==> config.mk <==
export PLATFORM = sky130hd
export DESIGN_NAME = apb_slave_regfile
export DESIGN_NICKNAME = d
export VERILOG_FILES = /design/src/rtl/apb_agent_pkg.sv /design/src/rtl/apb_parity_gen_chk.sv /design/src/rtl/apb_slave_regfile.sv
export SDC_FILE = /design/constraint.sdc
export NUM_CORES = 1
export LEC_CHECK = 0
export ABC_CLOCK_PERIOD_IN_PS = 2000
export CORE_ASPECT_RATIO = 1.25
export CORE_MARGIN = 2
export CORE_UTILIZATION = 50
export CTS_CLUSTER_DIAMETER = 120
export CTS_CLUSTER_SIZE = 20
export DETAILED_ROUTE_END_ITERATION = 6
export PLACE_DENSITY_LB_ADDON = 0.2
export SYNTH_ARGS = -nofsm -noshare
export SYNTH_HDL_FRONTEND = slang
export SYNTH_SLANG_ARGS = --single-unit
export TNS_END_PERCENT = 5
==> constraint.sdc <==
create_clock -name PCLK -period 2 [get_ports PCLK]
set_input_delay 0.3 -clock PCLK [delete_from_list [all_inputs] [get_ports PCLK]]
set_output_delay 0.3 -clock PCLK [all_outputs]
set_load 0.005 [all_outputs]
==> src/rtl/apb_agent_pkg.sv <==
// Shared APB agent types: completer FSM states, error causes and odd-parity helper.
package apb_agent_pkg;

    localparam logic PREADY_READY = 1'b1;
    localparam logic PWRITE_WRITE = 1'b1;

    typedef enum logic {
        IDLE,
        ACCESS
    } apb_slave_state_e;

    typedef enum logic [2:0] {
        ERR_NONE,
        ERR_RANGE,
        ERR_ALIGN,
        ERR_PRIV,
        ERR_PARITY
    } apb_slave_err_e;

    function automatic logic odd_parity8(input logic [7:0] b);
        return ~^b;
    endfunction

endpackage

==> src/rtl/apb_parity_gen_chk.sv <==
// Byte-wise odd parity generator and comparator; partial top byte is zero-padded.
module apb_parity_gen_chk
    import apb_agent_pkg::*;
#(
    parameter int WIDTH = 8
) (
    input  logic [WIDTH-1:0]         data,
    input  logic [(WIDTH+7)/8-1:0]   chk_in,
    output logic [(WIDTH+7)/8-1:0]   chk_gen,
    output logic                     err
);

    localparam int NB = (WIDTH + 7) / 8;

    logic [NB*8-1:0] padded;

    assign padded = (NB*8)'(data);

    always_comb begin
        chk_gen = '0;
        for (int i = 0; i < NB; i++) begin
            chk_gen[i] = odd_parity8(padded[8*i +: 8]);
        end
    end

    assign err = |(chk_gen ^ chk_in);

endmodule

==> src/rtl/apb_slave_regfile.sv <==
// APB completer with a word-aligned register bank, fixed wait states and error decode.
// Optional interface parity checking is enabled by defining APB_SLAVE_PARITY_CHK_EN.
module apb_slave_regfile
    import apb_agent_pkg::*;
#(
    parameter int                    ADDR_WIDTH  = 16,
    parameter int                    DATA_WIDTH  = 32,
    parameter int                    NUM_REGS    = 16,
    parameter int                    WAIT_STATES = 0,
    parameter logic [NUM_REGS-1:0]   PRIV_MASK   = 'h0001,
    parameter logic [DATA_WIDTH-1:0] RESET_VAL   = '0
) (
    input  logic                         PCLK,
    input  logic                         PRESETn,
    input  logic                         PSEL,
    input  logic                         PENABLE,
    input  logic                         PWRITE,
    input  logic [ADDR_WIDTH-1:0]        PADDR,
    input  logic [2:0]                   PPROT,
    input  logic [DATA_WIDTH-1:0]        PWDATA,
    input  logic [DATA_WIDTH/8-1:0]      PSTRB,
    output logic                         PREADY,
    output logic [DATA_WIDTH-1:0]        PRDATA,
    output logic                         PSLVERR,
    input  logic [(ADDR_WIDTH+7)/8-1:0]  PADDRCHK,
    input  logic                         PCTRLCHK,
    input  logic [DATA_WIDTH/8-1:0]      PWDATACHK,
    output logic                         PREADYCHK,
    output logic [DATA_WIDTH/8-1:0]      PRDATACHK,
    output logic                         PSLVERRCHK,
    output logic                         dbg_state
);

    localparam int                  NBYTES     = DATA_WIDTH / 8;
    localparam int                  OFF_W      = $clog2(NBYTES);
    localparam int                  IDX_W      = $clog2(NUM_REGS);
    localparam logic [ADDR_WIDTH:0] ADDR_LIMIT = (ADDR_WIDTH+1)'(NUM_REGS * NBYTES);
    localparam logic [3:0]          WS         = 4'(WAIT_STATES);

    apb_slave_state_e       state_q, state_d;
    apb_slave_err_e         err_q, err_d, setup_err;
    logic [3:0]             wait_q, wait_d;
    logic [IDX_W-1:0]       idx_q, idx_d, setup_idx;
    logic                   write_q, write_d;
    logic                   pready_q, pready_d;
    logic                   pslverr_q, pslverr_d;
    logic [DATA_WIDTH-1:0]  prdata_q, prdata_d;
    logic                   preadychk_q, preadychk_d;
    logic                   pslverrchk_q, pslverrchk_d;
    logic [NBYTES-1:0]      prdatachk_q, prdatachk_d;
    logic                   commit;
    logic                   par_err;
    logic [DATA_WIDTH-1:0]  regs [NUM_REGS];

    assign setup_idx = PADDR[OFF_W +: IDX_W];

`ifdef APB_SLAVE_PARITY_CHK_EN
    logic [(ADDR_WIDTH+7)/8-1:0] unused_addr_gen;
    logic                        unused_ctrl_gen;
    logic [NBYTES-1:0]           unused_wdata_gen;
    logic                        unused_rd_err;
    logic                        addr_par_err, ctrl_par_err, wdata_par_err;

    apb_parity_gen_chk #(.WIDTH(ADDR_WIDTH)) u_addr_par (
        .data(PADDR), .chk_in(PADDRCHK), .chk_gen(unused_addr_gen), .err(addr_par_err)
    );
    apb_parity_gen_chk #(.WIDTH(4)) u_ctrl_par (
        .data({PPROT, PWRITE}), .chk_in(PCTRLCHK), .chk_gen(unused_ctrl_gen), .err(ctrl_par_err)
    );
    apb_parity_gen_chk #(.WIDTH(DATA_WIDTH)) u_wdata_par (
        .data(PWDATA), .chk_in(PWDATACHK), .chk_gen(unused_wdata_gen), .err(wdata_par_err)
    );
    apb_parity_gen_chk #(.WIDTH(DATA_WIDTH)) u_rdata_par (
        .data(prdata_d), .chk_in('0), .chk_gen(prdatachk_d), .err(unused_rd_err)
    );

    assign par_err      = addr_par_err | ctrl_par_err | ((PWRITE == PWRITE_WRITE) & wdata_par_err);
    assign preadychk_d  = ~pready_d;
    assign pslverrchk_d = ~pslverr_d;
`else
    logic unused_chk;

    assign unused_chk   = ^{PADDRCHK, PCTRLCHK, PWDATACHK, PPROT[2:1]};
    assign par_err      = 1'b0;
    assign preadychk_d  = 1'b0;
    assign pslverrchk_d = 1'b0;
    assign prdatachk_d  = '0;
`endif

    // Highest-priority cause wins; the cause is kept for the whole access phase.
    always_comb begin
        setup_err = ERR_NONE;
        if (par_err)
            setup_err = ERR_PARITY;
        else if ({1'b0, PADDR} >= ADDR_LIMIT)
            setup_err = ERR_RANGE;
        else if ((PADDR & ADDR_WIDTH'(NBYTES - 1)) != '0)
            setup_err = ERR_ALIGN;
        else if ((PWRITE == PWRITE_WRITE) && PRIV_MASK[setup_idx] && !PPROT[0])
            setup_err = ERR_PRIV;
    end

    always_comb begin
        state_d   = state_q;
        wait_d    = wait_q;
        idx_d     = idx_q;
        write_d   = write_q;
        err_d     = err_q;
        pready_d  = pready_q;
        pslverr_d = pslverr_q;
        prdata_d  = prdata_q;
        commit    = 1'b0;
        case (state_q)
            IDLE: begin
                pready_d  = 1'b0;
                pslverr_d = 1'b0;
                prdata_d  = '0;
                if (PSEL && !PENABLE) begin
                    state_d = ACCESS;
                    wait_d  = WS;
                    idx_d   = setup_idx;
                    write_d = (PWRITE == PWRITE_WRITE);
                    err_d   = setup_err;
                    if (WS == 4'd0) begin
                        pready_d  = PREADY_READY;
                        pslverr_d = (setup_err != ERR_NONE);
                        prdata_d  = (PWRITE != PWRITE_WRITE && setup_err == ERR_NONE) ?
                                    regs[setup_idx] : '0;
                    end
                end
            end
            ACCESS: begin
                if (!PSEL) begin
                    state_d   = IDLE;
                    pready_d  = 1'b0;
                    pslverr_d = 1'b0;
                    prdata_d  = '0;
                end else if (pready_q == PREADY_READY) begin
                    if (PENABLE) begin
                        state_d   = IDLE;
                        commit    = write_q && (err_q == ERR_NONE);
                        pready_d  = 1'b0;
                        pslverr_d = 1'b0;
                        prdata_d  = '0;
                    end
                end else if (wait_q <= 4'd1) begin
                    wait_d    = 4'd0;
                    pready_d  = PREADY_READY;
                    pslverr_d = (err_q != ERR_NONE);
                    prdata_d  = (!write_q && err_q == ERR_NONE) ? regs[idx_q] : '0;
                end else begin
                    wait_d = wait_q - 4'd1;
                end
            end
            default: state_d = IDLE;
        endcase
    end

    always_ff @(posedge PCLK or negedge PRESETn) begin
        if (!PRESETn) begin
            state_q      <= IDLE;
            wait_q       <= '0;
            idx_q        <= '0;
            write_q      <= 1'b0;
            err_q        <= ERR_NONE;
            pready_q     <= 1'b0;
            pslverr_q    <= 1'b0;
            prdata_q     <= '0;
            preadychk_q  <= 1'b0;
            pslverrchk_q <= 1'b0;
            prdatachk_q  <= '0;
        end else begin
            state_q      <= state_d;
            wait_q       <= wait_d;
            idx_q        <= idx_d;
            write_q      <= write_d;
            err_q        <= err_d;
            pready_q     <= pready_d;
            pslverr_q    <= pslverr_d;
            prdata_q     <= prdata_d;
            preadychk_q  <= preadychk_d;
            pslverrchk_q <= pslverrchk_d;
            prdatachk_q  <= prdatachk_d;
        end
    end

    // Write data is taken from the completion cycle; APB holds PWDATA/PSTRB stable until then.
    always_ff @(posedge PCLK or negedge PRESETn) begin
        if (!PRESETn) begin
            for (int r = 0; r < NUM_REGS; r++) begin
                regs[r] <= RESET_VAL;
            end
        end else if (commit) begin
            for (int b = 0; b < NBYTES; b++) begin
                if (PSTRB[b]) begin
                    regs[idx_q][8*b +: 8] <= PWDATA[8*b +: 8];
                end
            end
        end
    end

    assign PREADY     = pready_q;
    assign PSLVERR    = pslverr_q;
    assign PRDATA     = prdata_q;
    assign PREADYCHK  = preadychk_q;
    assign PSLVERRCHK = pslverrchk_q;
    assign PRDATACHK  = prdatachk_q;
    assign dbg_state  = state_q;

endmodule

==> results.yml, run 1 <==
sta:
  fmax_mhz: 432
  fin_crit_sh_pct: 116
  rsz0062_at_grt: "yes"
  tightestPinTransition_ns: 0.602
  worst_slack_ns: -0.312
  final_hold_viol_count: 0
  slew_viol_final: 0
  setup_viol: 170
  relSlewSlack_pct: 59.8
  clock-skew-final_ns: 0.0196
  layout_min_cycle_time_ns: 2.31
setup_path:
  crit_family: "multiplexers"
  worstPathRequired_ns: 2.50
  crit_arrival_ns: 2.81
  cp-end-kind: "register"
  slowest_delay_ns: 0.53
  crit_type: "register to register"
  critical_path_buf_inv_count: 2
  cpMaxStageDelayCell: "mux4_2"
  cp-start-kind: "register"
  crit_fanout: 9
  path_cells: "clkbuf_16 > clkbuf_16 > mux4_2 > mux4_2 > a221o_1"
power:
  p_leak_nw: 16.4
  p_sw_share_pct: 26.2
  p_seq_share_pct: 54.3
  p_int_mw: 15.7
  pwr-share-clk_pct: 30.4
  power_frac_comb_pct: 15.3
  ir_drop_uv: 515
  power_density_nw_per_um2: 603
  netSwitchingPower_mw: 5.56
floorplanning:
  io-pin-count: 108
  std_cell_rows: 99
  coreArea_um2: 58600
  die_y_um: 277
  die_w_um: 222
  initial_core_util_pct: 50.7
  die_area_um2: 61400
yosys:
  synthArstFlopShare_pct: 100
  synth_top_area_share_pct: 47.0
  synthCells: 1951
  synth-seq-area-share_pct: 47.0
  yosysWarnings: 0
  ys_types: 51
  avgSynthCellArea_um2: 15.2
  synthTopCellsByCount: "dfrtp_1 (558), mux2_1 (513), mux4_2 (172), mux2i_1 (153), clkbuf_1 (91)"
  synthesis.area_um2: 29700
  synth_edf_count: 0
  yosysTopAreaCell: "dfrtp_1"
  ys_ff_latch: 558
  synth.most_common_cell: "dfrtp_1"
  synth_flop_cell: "dfrtp_1"
  synthTopCellsByArea: "dfrtp_1 (47%), mux2_1 (19%), mux4_2 (13%)"
final_layout:
  fin_area_um2: 35200
  fin_util_pct: 60.0
  final_nets: 2221
  area_growth_pct: 18.3
  layout-drive-gt1-share_pct: 32.1
clocking:
  cts-root-buf: "clkbuf_16"
  clk_path_buf_depth: 3
  cts_max_level: 1
  cts_tree: "built"
  cts_buffers: 31
  clock_latency_ns: 0.62
  clock_sinks: 558
  cts.clk_slew.worst_paths_ns: 0.09
detailed_routing:
  drt_iter0_drc: 1435
  vias: 18814
  drt_pass1_iterations: 5
  via_per_inst: 6.46
  routedWlPerCell_um: 28.1
  ant_nets: 0
  routed_wl_mm: 81.9
  drc: 0
outcome:
  violations: "negative setup slack"
  status: "complete, but fails checks"
hold_path:
  hold_class: "input port to asynchronous set/reset pin"
placed_design:
  place.port_buffers: 92
  hpwl_mm: 54.5
  postPlaceCellArea_um2: 33300
  place_congestion: 0.830
global_route:
  grt_overflow: 0
  grt_usage_pct: 26.4
  grt_antenna_before_repair: 2
  grt_max_degree: 85
  grt_pass1_vias: 20214
  grt_pass1_wl_mm: 124
job:
  drv_cap: 0
flip-flops by register name, summed over array words and instances (netlist names):
name       flops
idx_q          4
wait_q         4
PSLVERR        1
dbg_state      1
PREADY         1
PRDATA        32
write_q        1
err_q          2
regs         512
path summary, 6_finish.rpt:
kind                            slack, ns                  from  depth (start not counted)                     end
worst min register to register       0.51  err_q[0]$_DFFE_PN0P_                          2    err_q[0]$_DFFE_PN0P_
min in group PCLK                    0.21              PADDR[5]                          4    idx_q[3]$_DFFE_PN0P_
worst max register to register      -0.31  idx_q[0]$_DFFE_PN0P_                          5  PRDATA[21]$_DFFE_PN0P_
worst max-delay path                -0.31  idx_q[0]$_DFFE_PN0P_                          5  PRDATA[21]$_DFFE_PN0P_
worst min-delay path                 0.19               PRESETn                          2   regs[471]$_DFFE_PN0P_
max in group asynchronous            1.02               PRESETn                          3   regs[179]$_DFFE_PN0P_
cell usage in the layout (no fill, tap or decap), drive strengths merged, types with 8 or more instances in the layout:
cell type,synthesis,final
dfrtp,558,558
mux2,513,513
buf,67,226
mux4,225,225
mux2i,153,153
clkdlybuf4s50,0,86
a22oi,62,62
nand2,51,51
nor2,48,48
clkbuf,91,41
a211oi,36,36
a221o,31,31
a21oi,28,28
nand3,15,15
nor2b,12,12
o21ai,8,8
cells by family (layout without fill, tap and decap cells):
family / after synthesis / in the layout / share of synthesized area [%]
flops: 558 / 558 / 47.0
mux: 891 / 891 / 42.3
simple gates: 162 / 162 / 3.39
compound gates: 174 / 174 / 4.38
buf+inv: 163 / 360 / 2.86
fa+ha+maj: 2 / 2 / 0.0842
other cells: 1 / 7 / 0.0126
power by group through the flow:
stage | clock network [mW] | logic [mW] | registers [mW]
floorplan | 0 | 1.75 | 11.7
global placement | 0 | 2.89 | 11.8
detailed placement | 0 | 2.93 | 11.8
CTS | 6.59 | 3.02 | 11.5
global route | 7.00 | 3.45 | 11.5
finish | 6.44 | 3.25 | 11.5
stage by stage:
step                      TNS, ns  power, mW  worst slack [ns]  hold slack (ns)  std cells
after detailed placement  -210.37       14.7            -0.538            0.239       2863
final                      -13.18       21.2            -0.312            0.194       2911
after floorplan            -13.99       13.4           -0.0838          0.00441       1956
after global routing       -31.19       22.0            -0.369            0.203       2911
after global placement    -195.17       14.7            -0.569            0.238       2863
after CTS                  -17.50       21.1            -0.299            0.179       2900
timing repair:
item | CTS | global route
endpoints found under the setup margin | 512 | 509
hold buffers | 1 | 0
pin swaps | 13 | 13
setup buffers | 2 | 2
gates resized for setup | 28 | 170
hold endpoints to repair | 275 | 0
gates cloned | 0 | 8
worst reg2reg max path, stage by stage, from the launching register on:
cell and delay (ns):
dfrtp_4 0.48, clkbuf_16 0.22, clkbuf_16 0.19, mux4_2 0.53, mux4_2 0.48, a221o_1 0.30
metal layers:
layer	global-route usage (%)	part of all wire (%)
met5	0	0.013
met4	9.68	3.5
met3	3.26	4.4
met2	45.3	51
met1	34.5	41
cell type report:
cell class	count	area (um^2)
Inverter	5	18.8
Timing Repair Buffer	321	4010
Sequential cell	558	14000
Multi-Input combinational cell	1235	15400
Fill cell	4466	23400
Clock buffer	34	797
Antenna cell	1	2.50
Tap cell	757	947
Note: power is estimated with default switching activity, not from simulation.
==> run 2, diff against run 1 <==
- ABC_CLOCK_PERIOD_IN_PS: 2000 -> 2700
- clock period: 2 -> 2.7 ns (I/O delays scaled with it)
==> results.yml, run 2 (synthesis gave the netlist of run 1 again) <==
final_layout:
  regMostFlops: "regs"
  final_common_cell: "dfrtp_1"
  layout_common_cells: "dfrtp_1 (555), mux2_1 (513), mux4_2 (172), mux2i_1 (153), buf_4 (103)"
  largest_reg_flops: 512
  final_nets: 2161
  layout-drive-gt1-share_pct: 20.5
  instances_no_fill: 2851
  area_growth_pct: 13.5
clocking:
  cts_tree: "built"
  cts_max_level: 1
  ctsResizeCount: 0
  clock_sinks: 558
  cts-root-buf: "clkbuf_16"
  cts_buffers: 31
  clk_path_buf_depth: 3
  clock_latency_ns: 0.61
  cts.clk_slew.worst_paths_ns: 0.09
global_route:
  grt_use_met3_pct: 3.28
  grt_overflow: 0
  met1_usage_pct: 35.5
  grt_antenna_before_repair: 1
  grt_max_degree: 83
  grt_use_met2_pct: 45.7
  grt_usage_pct: 26.4
  grt_pass1_wl_mm: 124
  grt-busiest-layer: "met2"
  grt_pass1_vias: 20009
floorplanning:
  die_w_um: 222
  die_area_um2: 61400
  initial_core_util_pct: 50.7
  std_cell_rows: 99
  die_y_um: 277
  coreArea_um2: 58600
  io-pin-count: 108
setup_path:
  path_cells: "buf_12 > mux4_1 > mux4_2 > a221o_1"
  crit_arrival_ns: 2.97
  crit_fanout: 37
  cp-start-kind: "register"
  ff2ff_path_depth: 4
  worstPathRequired_ns: 3.18
  crit_type: "register to register"
  slowest_delay_ns: 0.84
  cp-end-kind: "register"
  cpMaxStageDelayCell: "dfrtp_4"
  reg2reg_slack_ns: 0.22
power:
  ir_drop_uv: 401
  power_density_nw_per_um2: 453
  p_leak_nw: 16.2
sta:
  relSlewSlack_pct: 48.9
  clock-skew-final_ns: 0.0196
  fmax_mhz: 403
  fin_crit_sh_pct: 92.0
  rsz0062_at_grt: "no"
  final_hold_viol_count: 0
  setup_viol: 0
  tightestPinTransition_ns: 0.767
  slew_viol_final: 0
  layout_min_cycle_time_ns: 2.48
  holdWs_ns: 0.209
placed_design:
  placedCellCount: 2815
  place_congestion: 0.785
  place.port_buffers: 92
  hpwl_mm: 51.5
hold_path:
  holdPathStages: 3
  hold_class: "input port to register"
detailed_routing:
  routed_wl_mm: 79.8
  drt_iter0_drc: 1397
  drc: 0
  drt_pass1_iterations: 7
  vias: 18578
  ant_nets: 0
  via_per_inst: 6.52
  routedWlPerCell_um: 28.0
job:
  drv_cap: 0
outcome:
  status: "complete, no violations"
-- run 2: critical path, delay by kind of cell (launching register included) --
family	cells	cell delay (ns)
buffers and inverters	1	0.33
muxes	2	0.84
AOI/OAI and AO/OA	1	0.32
DFF	1	0.84
-- run 2: routing by layer --
layer  routed length (um)  up-vias
met5                    0        -
met4                 1920        0
met3                 4230      109
met2                40500      544
met1                33100    10032
li1                     -     7893
-- run 2: repair_timing --
action | CTS | global route
endpoints found under the hold margin | 60 | 0
hold buffers | 1 | 0
buffers inserted | 0 | 0
-- run 2: final timing paths --
| path | start | end |
|---|---|---|
| worst min register to register | err_q[0]$_DFFE_PN0P_ | err_q[0]$_DFFE_PN0P_ |
| worst max register to register | idx_q[1]$_DFFE_PN0P_ | PRDATA[14]$_DFFE_PN0P_ |
| max in group asynchronous | PRESETn | regs[277]$_DFFE_PN0P_ |
| worst max-delay path | idx_q[1]$_DFFE_PN0P_ | PRDATA[14]$_DFFE_PN0P_ |
| min in group asynchronous | PRESETn | regs[227]$_DFFE_PN0P_ |
| worst min-delay path | PADDR[4] | idx_q[2]$_DFFE_PN0P_ |
-- run 2: power breakdown --
| part | internal [mW] | leakage, nW | switching, mW | total [mW] |
|---|---|---|---|---|
| Sequential | 8.44 | 7.78 | 0.123 | 8.56 |
| Combinational | 0.839 | 8.05 | 1.16 | 2.00 |
| Clock | 2.07 | 0.392 | 2.66 | 4.73 |
| Total | 11.4 | 16.2 | 3.94 | 15.3 |
-- run 2: stage by stage --
step | utilization, % | TNS (ns) | setup WS (ns) | instance area, um^2 | power [mW]
after floorplan | - | 0 | 0.510 | 29700 | 9.89
after global placement | 56.2 | 0 | 0.0577 | 32900 | 10.7
after detailed placement | 56.2 | -0.0263 | -0.0263 | 32900 | 10.7
after CTS | 57.6 | 0 | 0.218 | 33700 | 15.5
after global routing | 57.6 | 0 | 0.137 | 33700 | 15.9
final | 57.6 | 0 | 0.216 | 33700 | 15.3
-- run 2: layout make-up --
| cell class | instances | area, um^2 |
|---|---|---|
| fillers | 4532 | 24900 |
| multi-input cells | 1235 | 15000 |
| flip-flops and latches | 558 | 14000 |
| repair buffers | 261 | 3030 |
| well taps | 757 | 947 |
| clock buffers | 34 | 797 |
| inverters | 5 | 18.8 |
| diodes | 1 | 2.50 |
==> run 3, diff against run 2 <==
- ABC_CLOCK_PERIOD_IN_PS: 2700 -> unset
- CTS_CLUSTER_SIZE: 20 -> unset
- PLACE_DENSITY: unset -> 0.75
- PLACE_DENSITY_LB_ADDON: 0.2 -> unset
==> results.yml, run 3 (synthesis gave the netlist of run 1 again) <==
outcome:
  status: "complete, no violations"
placed_design:
  place.port_buffers: 92
  dp_slack_ns: 0.00500
  hpwl_mm: 50.4
  placedCellCount: 2792
  postPlaceCellArea_um2: 32700
  place_congestion: 0.845
power:
  power.total_mw: 18.0
  p_sw_share_pct: 24.9
  p_leak_nw: 16.6
  pwr-share-clk_pct: 41.6
  power_frac_comb_pct: 10.8
  p_seq_share_pct: 47.6
  ir_drop_uv: 520
  p_int_mw: 13.5
  power_density_nw_per_um2: 523
  netSwitchingPower_mw: 4.49
detailed_routing:
  routed_wl_mm: 78.1
  routedWlPerCell_um: 27.0
  drt_pass1_iterations: 5
  via_per_inst: 6.55
  vias: 18932
  drc: 0
  ant_nets: 0
  drt_iter0_drc: 1439
sta:
  setup-tns-final_ns: 0
  setup_viol: 0
  layout_min_cycle_time_ns: 2.52
  rsz0062_at_grt: "no"
  tightestPinTransition_ns: 0.610
  holdWs_ns: 0.201
  slew_viol_final: 0
  relSlewSlack_pct: 59.3
  worst_slack_ns: 0.175
  final_hold_viol_count: 0
  fin_crit_sh_pct: 93.5
  clock-skew-final_ns: 0.0146
  fmax_mhz: 396
floorplanning:
  die_area_um2: 61400
  die_y_um: 277
  coreArea_um2: 58600
  initial_core_util_pct: 50.7
  die_w_um: 222
  io-pin-count: 108
  std_cell_rows: 99
clocking:
  clock_sinks: 558
  cts_tree: "built"
  clock_latency_ns: 0.61
  clk_path_buf_depth: 3
  postCtsSetupRepairBufs: 0
  cts_max_level: 2
  cts-root-buf: "clkbuf_16"
  ctsResizeCount: 0
  cts.clk_slew.worst_paths_ns: 0.06
  cts_buffers: 54
global_route:
  grt_max_degree: 100
  grt_usage_pct: 26.0
  grt_pass1_vias: 20559
  grt_antenna_before_repair: 0
  grt_pass1_wl_mm: 123
  grt_overflow: 0
setup_path:
  reg2reg_slack_ns: 0.18
  crit_type: "register to register"
  worstPathRequired_ns: 3.19
  cp-end-kind: "register"
  cp-start-kind: "register"
  crit_fanout: 22
  crit_arrival_ns: 3.01
final_layout:
  area_growth_pct: 15.9
  layout_common_cells: "dfrtp_1 (555), mux2_1 (513), mux4_2 (172), mux2i_1 (153), clkdlybuf4s50_1 (87)"
  largest_reg_flops: 512
  antennaDiodeCount: 0
  final_common_cell: "dfrtp_1"
  regMostFlops: "regs"
  fin_util_pct: 58.8
  fin_area_um2: 34400
  instances_no_fill: 2889
  final_nets: 2161
  layout-drive-gt1-share_pct: 21.7
hold_path:
  hold_class: "input port to register"
job:
  drv_cap: 0
run 3: cell count changes in the layout (fill, tap and decap cells not counted), sizes merged:
cell      previous run  this run
clkinv               0        11
clkinvlp             0         2
diode                1         0
buf                173       149
clkbuf              34        83
inv                  5         6
run 3: final timing paths:
path / startpoint / endpoint / depth (start not counted)
setup / recovery: idx_q[0]$_DFFE_PN0P_ / PRDATA[28]$_DFFE_PN0P_ / 4
max in group asynchronous: PRESETn / regs[256]$_DFFE_PN0P_ / 4
min in group asynchronous: PRESETn / regs[193]$_DFFE_PN0P_ / 2
hold reg to reg: err_q[0]$_DFFE_PN0P_ / err_q[0]$_DFFE_PN0P_ / 2
setup reg to reg: idx_q[0]$_DFFE_PN0P_ / PRDATA[28]$_DFFE_PN0P_ / 4
hold / removal: PADDR[2] / idx_q[0]$_DFFE_PN0P_ / 3
run 3: power groups by stage:
stage	combinational, mW	sequential (mW)	clock (mW)
5_1_grt	2.07	8.59	7.98
4_1_cts	1.95	8.58	7.63
3_5_place_dp	1.95	8.74	0
2_1_floorplan	1.24	8.65	0
6_report	1.95	8.59	7.50
3_3_place_gp	1.91	8.73	0
run 3: cell type report:
cell class	instances	area, um^2
Clock buffer	82	1680
Clock inverter	14	78.8
Fill cell	4383	24100
Inverter	5	18.8
Multi-Input combinational cell	1235	15000
Sequential cell	558	14000
Tap cell	757	947
Timing Repair Buffer	238	2780
run 3: critical path, stage by stage (launching register included):
cell and delay, ns:
dfrtp_4 0.67, buf_12 0.27, mux4_1 0.64, mux4_2 0.48
a221o_1 0.33
run 3: metal layers:
metal  track usage (%)  share of wire (%)  up-vias  wire length [um]
li1                  -                  -     7961                 -
met1              33.5                 40    10077             30900
met2              43.6                 50      710             39000
met3              4.80                6.5      184              5110
met4              10.2                4.0        0              3090
met5                 0                  0        -                 0
run 3: timing repair:
item / in CTS / in global routing
hold buffers: 1 / 0
endpoints found under the setup margin: 0 / 0
hold endpoints to repair: 44 / 0
